<file path="src/rtl/mult_pkg.sv">
// Shared definitions for the sequential shift-and-add multiplier:
// controller state encoding and the iteration-counter width helper.
package mult_pkg;

   typedef enum logic [1:0] {
      IDLE = 2'd0,
      CALC = 2'd1,
      DONE = 2'd2
   } state_e;

   // Counter must reach WIDTH-1; never narrower than one bit.
   function automatic int cnt_width(input int width);
      return (width <= 2) ? 1 : $clog2(width);
   endfunction

endpackage

</file>
<file path="src/rtl/seq_mult_ctrl_if.sv">
// Start/busy/done handshake and operand/product bus of the sequential multiplier.
interface seq_mult_ctrl_if #(
   parameter int WIDTH = 8
);
   logic               start;
   logic [WIDTH-1:0]   a;
   logic [WIDTH-1:0]   b;
   logic               busy;
   logic               done;
   logic [2*WIDTH-1:0] product;

   modport master (output start, a, b, input busy, done, product);
   modport slave  (input start, a, b, output busy, done, product);
endinterface

</file>
<file path="src/rtl/seq_mult_datapath.sv">
// Shift-and-add datapath: operand magnitudes, running accumulator and step counter.
// Signed operands are multiplied as magnitudes; the sign is reapplied by the controller.
module seq_mult_datapath
   import mult_pkg::*;
#(
   parameter int WIDTH      = 8,
   parameter int SIGNED     = 0,
   parameter int EARLY_TERM = 0
) (
   input  logic               clk,
   input  logic               rst_n,
   input  logic               load_i,
   input  logic               step_i,
   input  logic [WIDTH-1:0]   a_i,
   input  logic [WIDTH-1:0]   b_i,
   output logic [2*WIDTH-1:0] acc_nxt_o,
   output logic               neg_o,
   output logic               last_step_o
);
   localparam int CNT_W = cnt_width(WIDTH);

   logic [2*WIDTH-1:0] mcand_q, mcand_d;
   logic [WIDTH-1:0]   mplier_q, mplier_d;
   logic [2*WIDTH-1:0] acc_q, acc_d;
   logic [CNT_W-1:0]   cnt_q, cnt_d;
   logic               neg_q, neg_d;
   logic [WIDTH-1:0]   a_mag, b_mag;

   // |-2^(WIDTH-1)| wraps to itself, which is the correct unsigned magnitude.
   always_comb begin
      a_mag = a_i;
      b_mag = b_i;
      if (SIGNED != 0 && a_i[WIDTH-1]) a_mag = -a_i;
      if (SIGNED != 0 && b_i[WIDTH-1]) b_mag = -b_i;
   end

   assign acc_nxt_o   = mplier_q[0] ? acc_q + mcand_q : acc_q;
   assign neg_o       = neg_q;
   assign last_step_o = (cnt_q == CNT_W'(WIDTH-1)) ||
                        ((EARLY_TERM != 0) && (mplier_q[WIDTH-1:1] == '0));

   always_comb begin
      mcand_d  = mcand_q;
      mplier_d = mplier_q;
      acc_d    = acc_q;
      cnt_d    = cnt_q;
      neg_d    = neg_q;
      if (load_i) begin
         mcand_d  = {{WIDTH{1'b0}}, a_mag};
         mplier_d = b_mag;
         acc_d    = '0;
         cnt_d    = '0;
         neg_d    = (SIGNED != 0) && (a_i[WIDTH-1] ^ b_i[WIDTH-1]);
      end else if (step_i) begin
         acc_d    = acc_nxt_o;
         mcand_d  = mcand_q << 1;
         mplier_d = mplier_q >> 1;
         cnt_d    = cnt_q + 1'b1;
      end
   end

   always_ff @(posedge clk or negedge rst_n) begin
      if (!rst_n) begin
         mcand_q  <= '0;
         mplier_q <= '0;
         acc_q    <= '0;
         cnt_q    <= '0;
         neg_q    <= 1'b0;
      end else begin
         mcand_q  <= mcand_d;
         mplier_q <= mplier_d;
         acc_q    <= acc_d;
         cnt_q    <= cnt_d;
         neg_q    <= neg_d;
      end
   end

endmodule

</file>
<file path="src/rtl/seq_mult_ctrl.sv">
// Sequential multiplier top: IDLE/CALC/DONE controller, busy/done decode and
// the product register, which holds until the next operation completes.
module seq_mult_ctrl
   import mult_pkg::*;
#(
   parameter int WIDTH      = 8,
   parameter int SIGNED     = 0,
   parameter int EARLY_TERM = 0
) (
   input  logic           clk,
   input  logic           rst_n,
   seq_mult_ctrl_if.slave bus
);
   state_e             state_q, state_d;
   logic [2*WIDTH-1:0] product_q, product_d;
   logic               load, step, last_step, neg;
   logic [2*WIDTH-1:0] acc_nxt;

   seq_mult_datapath #(
      .WIDTH      (WIDTH),
      .SIGNED     (SIGNED),
      .EARLY_TERM (EARLY_TERM)
   ) u_dp (
      .clk         (clk),
      .rst_n       (rst_n),
      .load_i      (load),
      .step_i      (step),
      .a_i         (bus.a),
      .b_i         (bus.b),
      .acc_nxt_o   (acc_nxt),
      .neg_o       (neg),
      .last_step_o (last_step)
   );

   assign step = (state_q == CALC);

   always_comb begin
      state_d   = state_q;
      product_d = product_q;
      load      = 1'b0;
      case (state_q)
         IDLE: if (bus.start) begin
            load    = 1'b1;
            state_d = CALC;
         end
         CALC: if (last_step) begin
            product_d = neg ? -acc_nxt : acc_nxt;
            state_d   = DONE;
         end
         DONE:    state_d = IDLE;
         default: state_d = IDLE;
      endcase
   end

   always_ff @(posedge clk or negedge rst_n) begin
      if (!rst_n) begin
         state_q   <= IDLE;
         product_q <= '0;
      end else begin
         state_q   <= state_d;
         product_q <= product_d;
      end
   end

   // Straight decodes of the state flop, so no combinational glitches.
   assign bus.busy    = (state_q == CALC);
   assign bus.done    = (state_q == DONE);
   assign bus.product = product_q;

endmodule

</file>
<file path="src/flat_wrapper.sv">
// flat-port wrapper written by rule: the top's interface ports become plain ports
module seq_mult_ctrl_flat import mult_pkg::*;
#(
   parameter int WIDTH      = 8,
   parameter int SIGNED     = 0,
   parameter int EARLY_TERM = 0
)
  (clk, rst_n, bus_start, bus_a, bus_b, bus_busy, bus_done, bus_product);
  seq_mult_ctrl_if #(.WIDTH(WIDTH)) bus_i ();
  input  logic clk;
  input  logic rst_n;
  input wire logic [$bits(bus_i.start)-1:0] bus_start;
  input wire logic [$bits(bus_i.a)-1:0] bus_a;
  input wire logic [$bits(bus_i.b)-1:0] bus_b;
  output wire logic [$bits(bus_i.busy)-1:0] bus_busy;
  output wire logic [$bits(bus_i.done)-1:0] bus_done;
  output wire logic [$bits(bus_i.product)-1:0] bus_product;
  assign bus_i.start = bus_start;
  assign bus_i.a = bus_a;
  assign bus_i.b = bus_b;
  assign bus_busy = bus_i.busy;
  assign bus_done = bus_i.done;
  assign bus_product = bus_i.product;
  seq_mult_ctrl #(.WIDTH(WIDTH), .SIGNED(SIGNED), .EARLY_TERM(EARLY_TERM)) u_core (.clk(clk), .rst_n(rst_n), .bus(bus_i));
endmodule
</file>
<file path="config.mk">
export PLATFORM = sky130hd
export DESIGN_NAME = seq_mult_ctrl_flat
export DESIGN_NICKNAME = d
export VERILOG_FILES = /design/src/rtl/mult_pkg.sv /design/src/rtl/seq_mult_ctrl_if.sv /design/src/rtl/seq_mult_datapath.sv /design/src/rtl/seq_mult_ctrl.sv /design/src/flat_wrapper.sv
export SDC_FILE = /design/constraint.sdc
export NUM_CORES = 1
export LEC_CHECK = 0
export BUFFER_PORTS_ARGS = -buffer_cell sky130_fd_sc_hd__buf_2
export CAP_MARGIN = 20
export CELL_PAD_IN_SITES_DETAIL_PLACEMENT = 0
export CELL_PAD_IN_SITES_GLOBAL_PLACEMENT = 1
export CORE_ASPECT_RATIO = 0.8
export CORE_UTILIZATION = 35
export DETAILED_ROUTE_END_ITERATION = 6
export PLACE_DENSITY_LB_ADDON = 0.1
export SETUP_SLACK_MARGIN = 0.2
export SLEW_MARGIN = 30
export SYNTH_ARGS = -nofsm -noshare
export SYNTH_HDL_FRONTEND = slang
export SYNTH_HIERARCHICAL = 1
export SYNTH_SLANG_ARGS = --single-unit
</file>
<file path="constraint.sdc">
create_clock -name clk -period 4.8 [get_ports clk]
set_input_delay 0 -clock clk [delete_from_list [all_inputs] [get_ports clk]]
set_output_delay 0 -clock clk [all_outputs]
set_load 0.01 [all_outputs]
</file>
==> key figures, run 1 <==
Worst setup path
  • CP arrival: 3.64 ns
  • Endpoint class of the critical path: register
  • Setup crit start kind: register
  • Reg2Reg Launch Point: u_core/u_dp/mcand_q[0]
  • Cells on worst reg2reg path: 11
  • Cell with the biggest individual delay on the critical path: or4_4
  • Critical Path Max Stage Delay: around 0.6 ns
  • Buf/Inv on CP: 0
  • CP cell instances: ha_1 -> fa_1 -> a211oi_2 -> o21ai_2 -> a31oi_1 -> xnor2_1 -> mux2_2 -> or4_4 -> nor4_2 -> mux2i_1 -> o311ai_1
  • Capture point of the worst reg-to-reg path: u_core/bus.product[15]
  • R2r setup slk: about 1.4 ns
  • Crit. path cell count: 11
  • Crit path capture: u_core/bus.product[15]
  • WP data required: 5.02 ns
  • Worst setup startpoint: u_core/u_dp/mcand_q[0]
  • Worst Path Max Fanout: 6
  • Critical path's top delay family: simple AND/OR/NAND/NOR gates
  • Crit path kind: register to register

Pwr
  • VDD IR-drop max: about 270 uV
  • Combinational power share: 0.518
  • Leak pwr: 2.24 nW
  • Clk network pwr share: 0.197
  • Flop pwr share: 0.285
  • PwrDens: 705 nW/um^2
  • Switching pwr: about 1.4 mW
  • Switching portion of total power: 0.425
  • Int Power: 1.85 mW

Clock network
  • CTS H-tree depth: 3
  • Register clock-pin slew on the reported worst setup and hold paths: roughly 0.05 ns
  • Clock buffer depth: 2
  • Postcts setup bufs: 0
  • CTS tree: done
  • CTS Buf Count: 9
  • Clock Sinks: 61
  • Clock latency on the worst-skew pair: 0.33 ns
  • Root Buffer: clkbuf_16

Timing
  • Slew Viols, Final: 0
  • Max transition margin: 0.429
  • Minimum clock period after layout: 3.42 ns
  • Fin worst setup slack: 1.38 ns
  • Fmax: 293 MHz
  • Worst slew pin tran: 0.855 ns
  • Fin crit share: 0.712
  • Skew final: 0.00517 ns
  • Setup TNS: 0 ns
  • RSZ-0062 raised after global routing: false
  • Final setup fails: 0
  • Final Hold Vio Count: 0

Placement
  • Routability cong.: 0.801
  • Port bufs: 36
  • Final HPWL DP: 5820 um
  • Pre-CTS setup slack: 1.37 ns

Die
  • Chip height: 95.4 um
  • Boundary Pins: 37
  • Area of the die: 11,300 um^2
  • Row cnt: 33
  • Starting Density: 0.367
  • Core Region: 10,400 um^2
  • Die Width: 119 um

Global routing
  • First-pass GRT wire length: ~15,000 um
  • All-Layer GR Usage: 0.170
  • Initial antenna violation count: 0
  • Pin count of the biggest net entering global routing: 65
  • Vias in the first global route: 3,007
  • GR Overflow Total: 0

Cells and area
  • Layout Nets: 486
  • P&R area growth vs syn: 19.9%
  • Final antenna diode count: 0
  • Layout cell share with drive strength beyond 1: 0.185

Detailed routing
  • WL/cell: 14.4 um
  • Vias per inst: 5.04
  • DRT Wirelength: around 8600 um
  • Drt initial violations: 95
  • Initial DRT Pass Iterations: 4
  • Number of remaining DRC errors: 0
  • Total vias in the final route: about 3.0k
  • Routed Antenna Nets: 0

Yosys
  • Synthesized net count: approximately 440
  • Most frequent cell after synthesis: dfrtp_1
  • Predominant post-synthesis flop cell: dfrtp_1
  • Yosys top cell by area: dfrtp_1
  • Yosys warnings: 6
  • Register area share after synthesis: 0.400
  • Synth top cells by count: dfrtp_1 (61), nand2_1 (51), nor2_1 (35)
  • Post-synth EDFFs: 0
  • Syn Area/Cell: 9.45 um^2
  • Synth unique cells: 58
  • #FFs+latches synth: around 60
  • Gate count of the mapped netlist: 404
  • Async S/R FF share, synth: 1.00
  • Synth area leaders: dfrtp_1 (40%), mux2i_1 (8.7%), ha_1 (5.9%)
  • Cell Area, Synth: around 3800 um^2
  • Post-synth top area share: 0.400

Job
  • Max Cap Viol: 0

Status
  • Status: finished, final reports clean

Min path
  • Min-Delay Path Class: input pin to asynchronous set/reset pin
==> worst min-delay path by stage <==
stage,from,to,slack (ns),cells after the start
after floorplan,rst_n,u_core/bus.product[0],-0.30,0
after global placement,bus_b[7],u_core/u_dp/mplier_q[7],0.21,3
after detailed placement,bus_a[0],u_core/u_dp/mcand_q[0],0.21,3
after CTS,bus_a[2],u_core/u_dp/mcand_q[2],0.40,4
after global routing,bus_b[6],u_core/u_dp/mplier_q[6],0.43,4
final,rst_n,u_core/u_dp/mcand_q[12],0.40,3
==> final cells by class <==
type	count	area (um^2)
inverter	9	33.8
tap	140	175
multi-input combinational	310	2160
fill	1057	5830
timing repair buffer	57	384
clock buffer	11	243
clock inverter	5	50.0
sequential	61	1530
==> logic make-up (layout without fill, tap and decap cells) <==
group	Yosys count	in the layout	share of synthesized area
xor gates and xnor gates	24	24	0.0551
AOI/OAI and AO/OA	99	99	0.173
muxes	44	44	0.119
adders and majority gates	19	19	0.0643
other	1	1	0.000983
and+or+nand+nor	123	123	0.151
buffers and inverters	33	82	0.0364
DFF	61	61	0.400
==> metal layers <==
metal,wire (um),share of wire,track usage,vias to the layer above
met5,0,0,0,-
met4,127,0.015,0.0612,0
met1,4260,0.50,0.221,1413
met2,3890,0.46,0.275,44
li1,-,-,-,1516
met3,266,0.031,0.0431,13
==> timing repair <==
item                                    4_1_cts  5_1_grt
endpoints found under the hold margin        77        0
endpoints found under the setup margin        0        0
gates resized for setup                       0        0
hold buffers                                 17        0
==> registers in the layout (all words and copies together) (netlist names) <==
signal	cells
u_core/bus.product	16
u_core/u_dp/acc_q	16
u_core/u_dp/mcand_q	16
u_core/u_dp/mplier_q	8
u_core/u_dp/cnt_q	3
u_core/state_q	2
==> power groups by stage <==
stage	Clock (mW)	Combinational [mW]	Sequential, mW
final	0.636	1.67	0.920
after global routing	0.680	1.90	0.953
after CTS	0.659	1.69	0.922
after detailed placement	0	1.67	0.930
after global placement	0	1.66	0.926
after floorplan	0	1.32	0.888
==> through the flow <==
step,hold slack (ns),util,power (mW),instance area [um^2],std cells
final,0.395,0.440,3.23,4580,593
after global routing,0.434,0.440,3.53,4580,593
after CTS,0.399,0.440,3.27,4580,593
after detailed placement,0.212,0.395,2.60,4110,560
after global placement,0.207,0.394,2.58,4100,559
after floorplan,-0.296,-,2.21,3820,404
==> worst register-to-register path, stage by stage, from the launching register on <==
cell and delay [ns]:
dfrtp_1 0.39, ha_1 0.25, fa_1 0.45, a211oi_2 0.30, o21ai_2 0.13, a31oi_1 0.26, xnor2_1 0.12, mux2_2 0.30
or4_4 0.60, nor4_2 0.32, mux2i_1 0.11, o311ai_1 0.09
==> placed cells by master (no fill, tap or decap), types with 2 or more instances in the layout <==
master	instances
a211oi_1	6
o41ai_2	3
ha_1	18
or3_1	2
clkinv_2	4
dfrtp_1	60
nor2b_1	3
a31oi_1	3
o21ai_0	33
o31ai_1	4
buf_2	36
clkbuf_16	9
buf_4	3
a41oi_1	2
a211o_1	2
inv_1	9
nand2b_1	4
nand2_1	51
nand4_1	2
nor2_1	35
nor3_1	3
xnor2_1	10
o21ai_1	7
a21oi_1	14
a211oi_2	2
nor3b_1	4
mux2_2	10
a22oi_1	2
o21ai_2	2
a21o_1	9
nand3_1	3
dlygate4sd3_1	17
xor2_1	14
mux2i_1	33
or2_2	2
o22ai_1	2
or4_1	2
Note: power is estimated with default switching activity, not from simulation.
==> run 2: changes to the inputs <==
ABC_AREA = 1   (was unset)
clock period = 3 ns   (was 4.8 ns; I/O delays follow)
==> run 2 against run 1 <==
Effect of this change: sequential cell count did not move; largest power group unchanged; total power up 91%; global-route usage up 1.7 points; via count grew 14%; area after synthesis is 2.5% higher; wire length increased by 12%; synthesized cell count rose by 33%.
==> key figures, run 2 <==
Yosys
  • Synth unique cells: 38 (-34%)
  • Post-synth top area share: 0.390 (-0.00960)
  • Gate count of the mapped netlist: 536 (+33%)
  • Most frequent cell after synthesis: nand2_1
  • Yosys top cell by area: dfrtp_1
  • Synth area leaders: dfrtp_1 (39%), nand2_1 (16%), inv_1 (6.9%)
  • Cell Area, Synth: 3910 um^2 (+2.5%)
  • Syn Area/Cell: 7.29 um^2 (-23%)
  • #FFs+latches synth: 61 (unchanged)
  • Post-synth EDFFs: 0 (unchanged)
  • Synthesized net count: 574 (+30%)
  • Synth top cells by count: nand2_1 (164), inv_1 (72), dfrtp_1 (61)
  • Async S/R FF share, synth: 1.00 (unchanged)
  • Yosys warnings: 6 (unchanged)
  • Predominant post-synthesis flop cell: dfrtp_1
  • Register area share after synthesis: 0.390 (-0.00960)

Timing
  • Slew Viols, Final: 0 (unchanged)
  • Worst slew pin tran: 0.818 ns (-0.0376 ns)
  • Max transition margin: 0.454 (+0.0248)
  • Fmax: 433 MHz (+48%)
  • Setup TNS: 0 ns (unchanged)
  • Minimum clock period after layout: 2.31 ns (-1.11 ns)
  • Fin crit share: 0.769 (+0.0567)
  • Skew final: 0.00702 ns (+0.00185 ns)
  • Final setup fails: 0 (unchanged)
  • RSZ-0062 raised after global routing: false
  • Final Hold Vio Count: 0 (unchanged)

Cells and area
  • P&R area growth vs syn: 19.7%
  • Highest-count cells in the layout ignoring fill and taps: nand2_1 (164), inv_1 (72), dfrtp_1 (61), nand3_1 (45)
  • Post-layout util: 0.430 (-0.00996)
  • Final antenna diode count: 0 (unchanged)
  • Fill count: 1,145 (+8.3%)
  • Commonest non-fill, non-tap cell in the layout: nand2_1
  • Post-route cell area: 4680 um^2 (+2.3%)
  • Layout cell share with drive strength beyond 1: 0.141 (-0.0445)
  • Layout Nets: 629 (+29%)

Global routing
  • Initial antenna violation count: 0 (unchanged)
  • GR Overflow Total: 0 (unchanged)
  • Pin count of the biggest net entering global routing: 46 (-29%)
  • First-pass GRT wire length: 16,700 um (+13%)
  • Vias in the first global route: 3,365 (+12%)
  • All-Layer GR Usage: 0.187 (+0.0166)

Placement
  • Port bufs: 36 (unchanged)
  • Placed cell area: 4220 um^2 (+2.7%)
  • Routability cong.: 0.826 (+3.1%)
  • Final HPWL DP: 7010 um (+20%)

Pwr
  • VDD IR-drop max: 355 uV (+32%)
  • Leak pwr: 2.50 nW (+12%)
  • PwrDens: 1320 nW/um^2 (+87%)

Clock network
  • CTS Buf Count: 9 (unchanged)
  • Root Buffer: clkbuf_16
  • Clock Sinks: 61 (unchanged)
  • Clock buffer depth: 2 (unchanged)
  • Clock latency on the worst-skew pair: 0.33 ns (about the same)
  • Postcts setup bufs: 0 (unchanged)
  • Register clock-pin slew on the reported worst setup and hold paths: 0.06 ns (about the same)
  • CTS tree: done
  • CTS H-tree depth: 3 (unchanged)

Min path
  • Min-Delay Path Class: input pin to asynchronous set/reset pin

Detailed routing
  • WL/cell: 13.0 um (-10%)
  • Number of remaining DRC errors: 0 (unchanged)
  • Vias per inst: 4.61 (-8.4%)
  • Initial DRT Pass Iterations: 4 (unchanged)
  • Routed Antenna Nets: 0 (unchanged)
  • DRT Wirelength: 9600 um (+12%)
  • Total vias in the final route: 3,413 (+14%)
  • Drt initial violations: 142 (+49%)

Worst setup path
  • Buf/Inv on CP: 1 (+1)
  • Cell with the biggest individual delay on the critical path: fa_1
  • CP most frequent cell: nand2_1
  • Cells on worst reg2reg path: 12 (+1)
  • R2r setup slk: 0.69 ns (-0.69 ns)
  • Crit path kind: register to register
  • CP arrival: 2.57 ns (-1.07 ns)
  • Setup crit start kind: register
  • CP cell instances: ha_1 -> fa_1 -> nand3_1 -> nand2_1 -> nand2_1 -> nand2_1 -> xnor2_1 -> a21boi_0 -> inv_1 -> nand3_1 -> nand3_1 -> nand2_1
  • Critical Path Max Stage Delay: 0.41 ns (-0.19 ns)
  • WP data required: 3.26 ns (-1.76 ns)
  • Worst Path Max Fanout: 4 (-2)
  • Endpoint class of the critical path: register
  • Reg2Reg Launch Point: u_core/u_dp/mcand_q[0]
  • Capture point of the worst reg-to-reg path: u_core/bus.product[8]
  • Critical path's top delay family: adder cells

Die
  • Starting Density: 0.359 (-0.00773)
  • Row cnt: 34 (+3.0%)
  • Die Width: 120 um (+1.2%)
  • Boundary Pins: 37 (unchanged)
  • Area of the die: 11,600 um^2 (+2.4%)
  • Core Region: 10,900 um^2 (+4.7%)
  • Chip height: 96.5 um (+1.2%)

Job
  • Max Cap Viol: 0 (unchanged)

Status
  • Status: finished, final reports clean
## run 2: changes by cell type after synthesis, sizes merged, moves of 11 or more
cell    previous run  this run
nand2             51       172
inv                9        75
nand3              4        45
mux2i             33         0
o22ai              2        18
clkbuf            18         3
o21ai             42        29
mux2              11         0
## run 2: power breakdown
part	switching [mW]	leakage (nW)	total (mW)	internal, mW
Sequential	0.253	0.753	1.47	1.22
Combinational	2.38	1.61	3.74	1.37
Clock	0.365	0.138	0.964	0.599
Total	2.99	2.50	6.17	3.18
## run 2: final cells by class
cell class | instances | area (um^2) | share of cell area
Clock inverter | 4 | 22.5 | 0.00481
Tap cell | 144 | 180 | 0.0385
Multi-Input combinational cell | 383 | 2010 | 0.429
Timing Repair Buffer | 59 | 398 | 0.0850
Sequential cell | 61 | 1530 | 0.326
Clock buffer | 12 | 256 | 0.0548
Inverter | 77 | 290 | 0.0620
## run 2: what timing repair did
action | 4_1_cts | 5_1_grt
gates resized for setup | 0 | 0
hold endpoints to repair | 33 | 0
hold buffers | 18 | 0
## run 2: metal layers
metal	vias up	wire length (um)	global-route usage
li1	1820	-	-
met2	52	3880	0.283
met4	0	53	0.0563
met1	1536	5300	0.264
met3	5	367	0.0411
met5	-	0	0
## run 2: how the worst max path moves through the flow
stage | from | endpoint | slack [ns] | cells past startpoint
final | u_core/u_dp/mcand_q[0] | u_core/bus.product[8] | 0.69 | 12
after global routing | u_core/u_dp/mcand_q[0] | u_core/bus.product[8] | 0.45 | 12
after CTS | u_core/u_dp/mcand_q[0] | u_core/bus.product[8] | 0.70 | 12
after detailed placement | u_core/u_dp/mcand_q[0] | u_core/bus.product[8] | 0.71 | 12
after global placement | u_core/u_dp/mcand_q[0] | u_core/bus.product[8] | 0.74 | 12
after floorplan | u_core/u_dp/mcand_q[0] | u_core/bus.product[8] | 0.95 | 12
## run 2: cell families (layout without fill, tap and decap cells)
logic type,after synthesis,after routing,share of synthesized area
buf+inv,92,152,0.0960
flops,61,61,0.390
compound gates,70,70,0.111
xor+xnor,12,12,0.0269
fa+ha+maj,19,19,0.0627
simple gates,281,281,0.312
other cells,1,1,0.000959
## run 2: per-stage QoR
step	power, mW	hold slack, ns	instances	worst slack, ns
global route	6.90	0.156	740	0.455
floorplan	4.31	-0.296	536	0.948
global placement	5.15	-0.0605	706	0.737
finish	6.17	0.121	740	0.693
detailed placement	5.18	-0.0592	706	0.714
CTS	6.21	0.117	740	0.699
==> run 3: changes to the inputs <==
clock period = 2 ns   (was 3 ns; I/O delays follow)
==> run 3 against run 2 <==
Effect of this change: the run now ends with setup timing left; utilization increased by 9.5 points; sequential cell count unchanged; via count is 8.6% higher; count of clock-buffer cells in the layout stayed put; die area unchanged; worst setup slack got worse by 0.77 ns; hold slack gained 0.057 ns; first-iteration DRC count is 9.9% higher; fmax increased by 11%.
==> key figures, run 3 (synthesis gave the netlist of run 2 again) <==
Timing
  • Final setup fails: 7 (+7)
  • Final Hold Vio Count: 0 (unchanged)
  • Worst slew pin tran: 0.527 ns (-0.291 ns)
  • Minimum clock period after layout: 2.08 ns (-0.226 ns)
  • Max transition margin: 0.649 (+0.194)
  • Fmax: 480 MHz (+11%)
  • Worst hold slack: 0.178 ns (+0.0568 ns)
  • Fin worst setup slack: -0.0814 ns (-0.774 ns)
  • Skew final: 0.00777 ns (+0.000746 ns)
  • Fin crit share: 1.04 (+0.272)
  • RSZ-0062 raised after global routing: true
  • Slew Viols, Final: 0 (unchanged)

Detailed routing
  • WL/cell: 12.7 um (-1.8%)
  • Initial DRT Pass Iterations: 4 (unchanged)
  • Routed Antenna Nets: 0 (unchanged)
  • Total vias in the final route: 3,706 (+8.6%)
  • Drt initial violations: 156 (+9.9%)
  • DRT Wirelength: 10,300 um (+7.2%)
  • Vias per inst: 4.59 (-0.55%)
  • Number of remaining DRC errors: 0 (unchanged)

Worst setup path
  • Endpoint class of the critical path: register
  • Worst Path Max Fanout: 3 (-1)
  • Setup crit start kind: register
  • CP arrival: 2.30 ns (-0.27 ns)
  • Cells on worst reg2reg path: 15 (+3)
  • Crit path capture: u_core/bus.product[14]
  • R2r setup slk: -0.08 ns (-0.77 ns)
  • WP data required: 2.22 ns (-1.04 ns)
  • Capture point of the worst reg-to-reg path: u_core/bus.product[14]
  • Worst setup startpoint: u_core/u_dp/mcand_q[0]
  • Crit path kind: register to register
  • Reg2Reg Launch Point: u_core/u_dp/mcand_q[0]

Cells and area
  • Highest-count cells in the layout ignoring fill and taps: nand2_1 (141), buf_4 (67), inv_1 (62), dfrtp_1 (58), buf_2 (36)
  • Commonest non-fill, non-tap cell in the layout: nand2_1
  • Final antenna diode count: 0 (unchanged)
  • Layout cell share with drive strength beyond 1: 0.366 (+0.225)
  • Fill count: 1,061 (-7.3%)
  • Area of the multi-input gates: 2460 um^2 (+22%)
  • Layout Nets: 697 (+11%)
  • Post-route cell area: 5710 um^2 (+22%)
  • Final Non-Filler Cells: 808 (+9.2%)
  • Register cell area after layout: 1530 um^2 (+0.25%)
  • P&R area growth vs syn: 46.1%

Die
  • Starting Density: 0.359 (unchanged)
  • Die Width: 120 um (unchanged)
  • Row cnt: 34 (unchanged)
  • Boundary Pins: 37 (unchanged)
  • Core Region: 10,900 um^2 (unchanged)
  • Chip height: 96.5 um (unchanged)
  • Area of the die: 11,600 um^2 (unchanged)

Placement
  • Placed cell area: 4630 um^2 (+9.7%)
  • Post-Place Cells: 752 (+6.5%)
  • Routability cong.: 0.858 (+3.9%)
  • Port bufs: 36 (unchanged)
  • Pre-CTS setup slack: -0.0620 ns (-0.776 ns)
  • Final HPWL DP: 7460 um (+6.4%)

Clock network
  • Root Buffer: clkbuf_16
  • Clock buffer depth: 2 (unchanged)
  • Clock latency on the worst-skew pair: 0.34 ns (about the same)
  • CTS Buf Count: 9 (unchanged)
  • CTS tree: done
  • Register clock-pin slew on the reported worst setup and hold paths: 0.05 ns (about the same)
  • Clock Sinks: 61 (unchanged)
  • CTS H-tree depth: 3 (unchanged)

Job
  • Max Cap Viol: 0 (unchanged)

Status
  • Failing checks: setup timing
  • Status: complete, but fails checks

Global routing
  • First-pass GRT wire length: 16,900 um (+1.4%)
  • GR Overflow Total: 0 (unchanged)
  • Initial antenna violation count: 0 (unchanged)
  • All-Layer GR Usage: 0.192 (+0.00507)
  • Vias in the first global route: 3,500 (+4.0%)
  • Pin count of the biggest net entering global routing: 28 (-39%)

Min path
  • Min-Delay Path Class: input pin to asynchronous set/reset pin
[run 3: cell types whose count changed in the layout (fill, tap and decap cells not counted), moves of 10 or more]
cell     change
ha_4        +13
ha_1        -14
buf_4       +62
nand2_1     -23
inv_2       +10
inv_1       -10
nand3_1     -14
nand3_2     +14
nand2_2     +17
[run 3: worst min-delay path by stage]
stage	start	depth (start not counted)	end	slack, ns
floorplan	rst_n	0	u_core/bus.product[0]	-0.30
global placement	rst_n	1	u_core/state_q[0]	0.01
detailed placement	rst_n	1	u_core/bus.product[1]	0.005
CTS	rst_n	2	u_core/bus.product[8]	0.19
global route	rst_n	2	u_core/state_q[1]	0.23
finish	rst_n	2	u_core/bus.product[8]	0.18
[run 3: per-layer routing]
layer | share of wire | GRT usage | vias to the layer above
li1 | - | - | 1957
met1 | 0.53 | 0.264 | 1685
met2 | 0.43 | 0.296 | 52
met3 | 0.029 | 0.0423 | 12
met4 | 0.015 | 0.0677 | 0
met5 | 0 | 0 | -
[run 3: area by class of cell]
class / count / share of cell area
multi-input combinational: 383 / 0.430
sequential: 61 / 0.268
timing repair buffer: 127 / 0.164
inverter: 77 / 0.0515
clock buffer: 12 / 0.0466
tap: 144 / 0.0315
clock inverter: 4 / 0.00788
[run 3: critical path: stages, from the launching register on]
cell and delay (ns):
dfrtp_1 0.38, ha_2 0.21, fa_2 0.39, nand2_2 0.08, nand2_1 0.05, nand3b_1 0.09
nand2_2 0.09, nand2_2 0.08, nand2_1 0.05, nand2_1 0.08, nand3_2 0.07, and2_4 0.15
inv_2 0.04, nand4_1 0.07, nand3_1 0.09, nand2_1 0.05
[run 3: timing repair]
action | CTS | global route
setup buffers | 12 | 10
pin swaps | 31 | 33
setup endpoints to repair | 15 | 32
hold buffers | 18 | 0
gates cloned | 0 | 0
hold endpoints to repair | 37 | 0
resized for setup | 54 | 43
[run 3: stage by stage]
stage          TNS, ns   util
2_1_floorplan        0      -
3_3_place_gp    -0.166  0.425
3_5_place_dp    -0.231  0.425
4_1_cts         -0.164  0.501
5_1_grt          -1.77  0.525
6_report        -0.327  0.525
Power of run 3 is left out: the tool's default activity adds up to more than one toggle a clock period on the data nets, which glitch-free logic cannot reach.
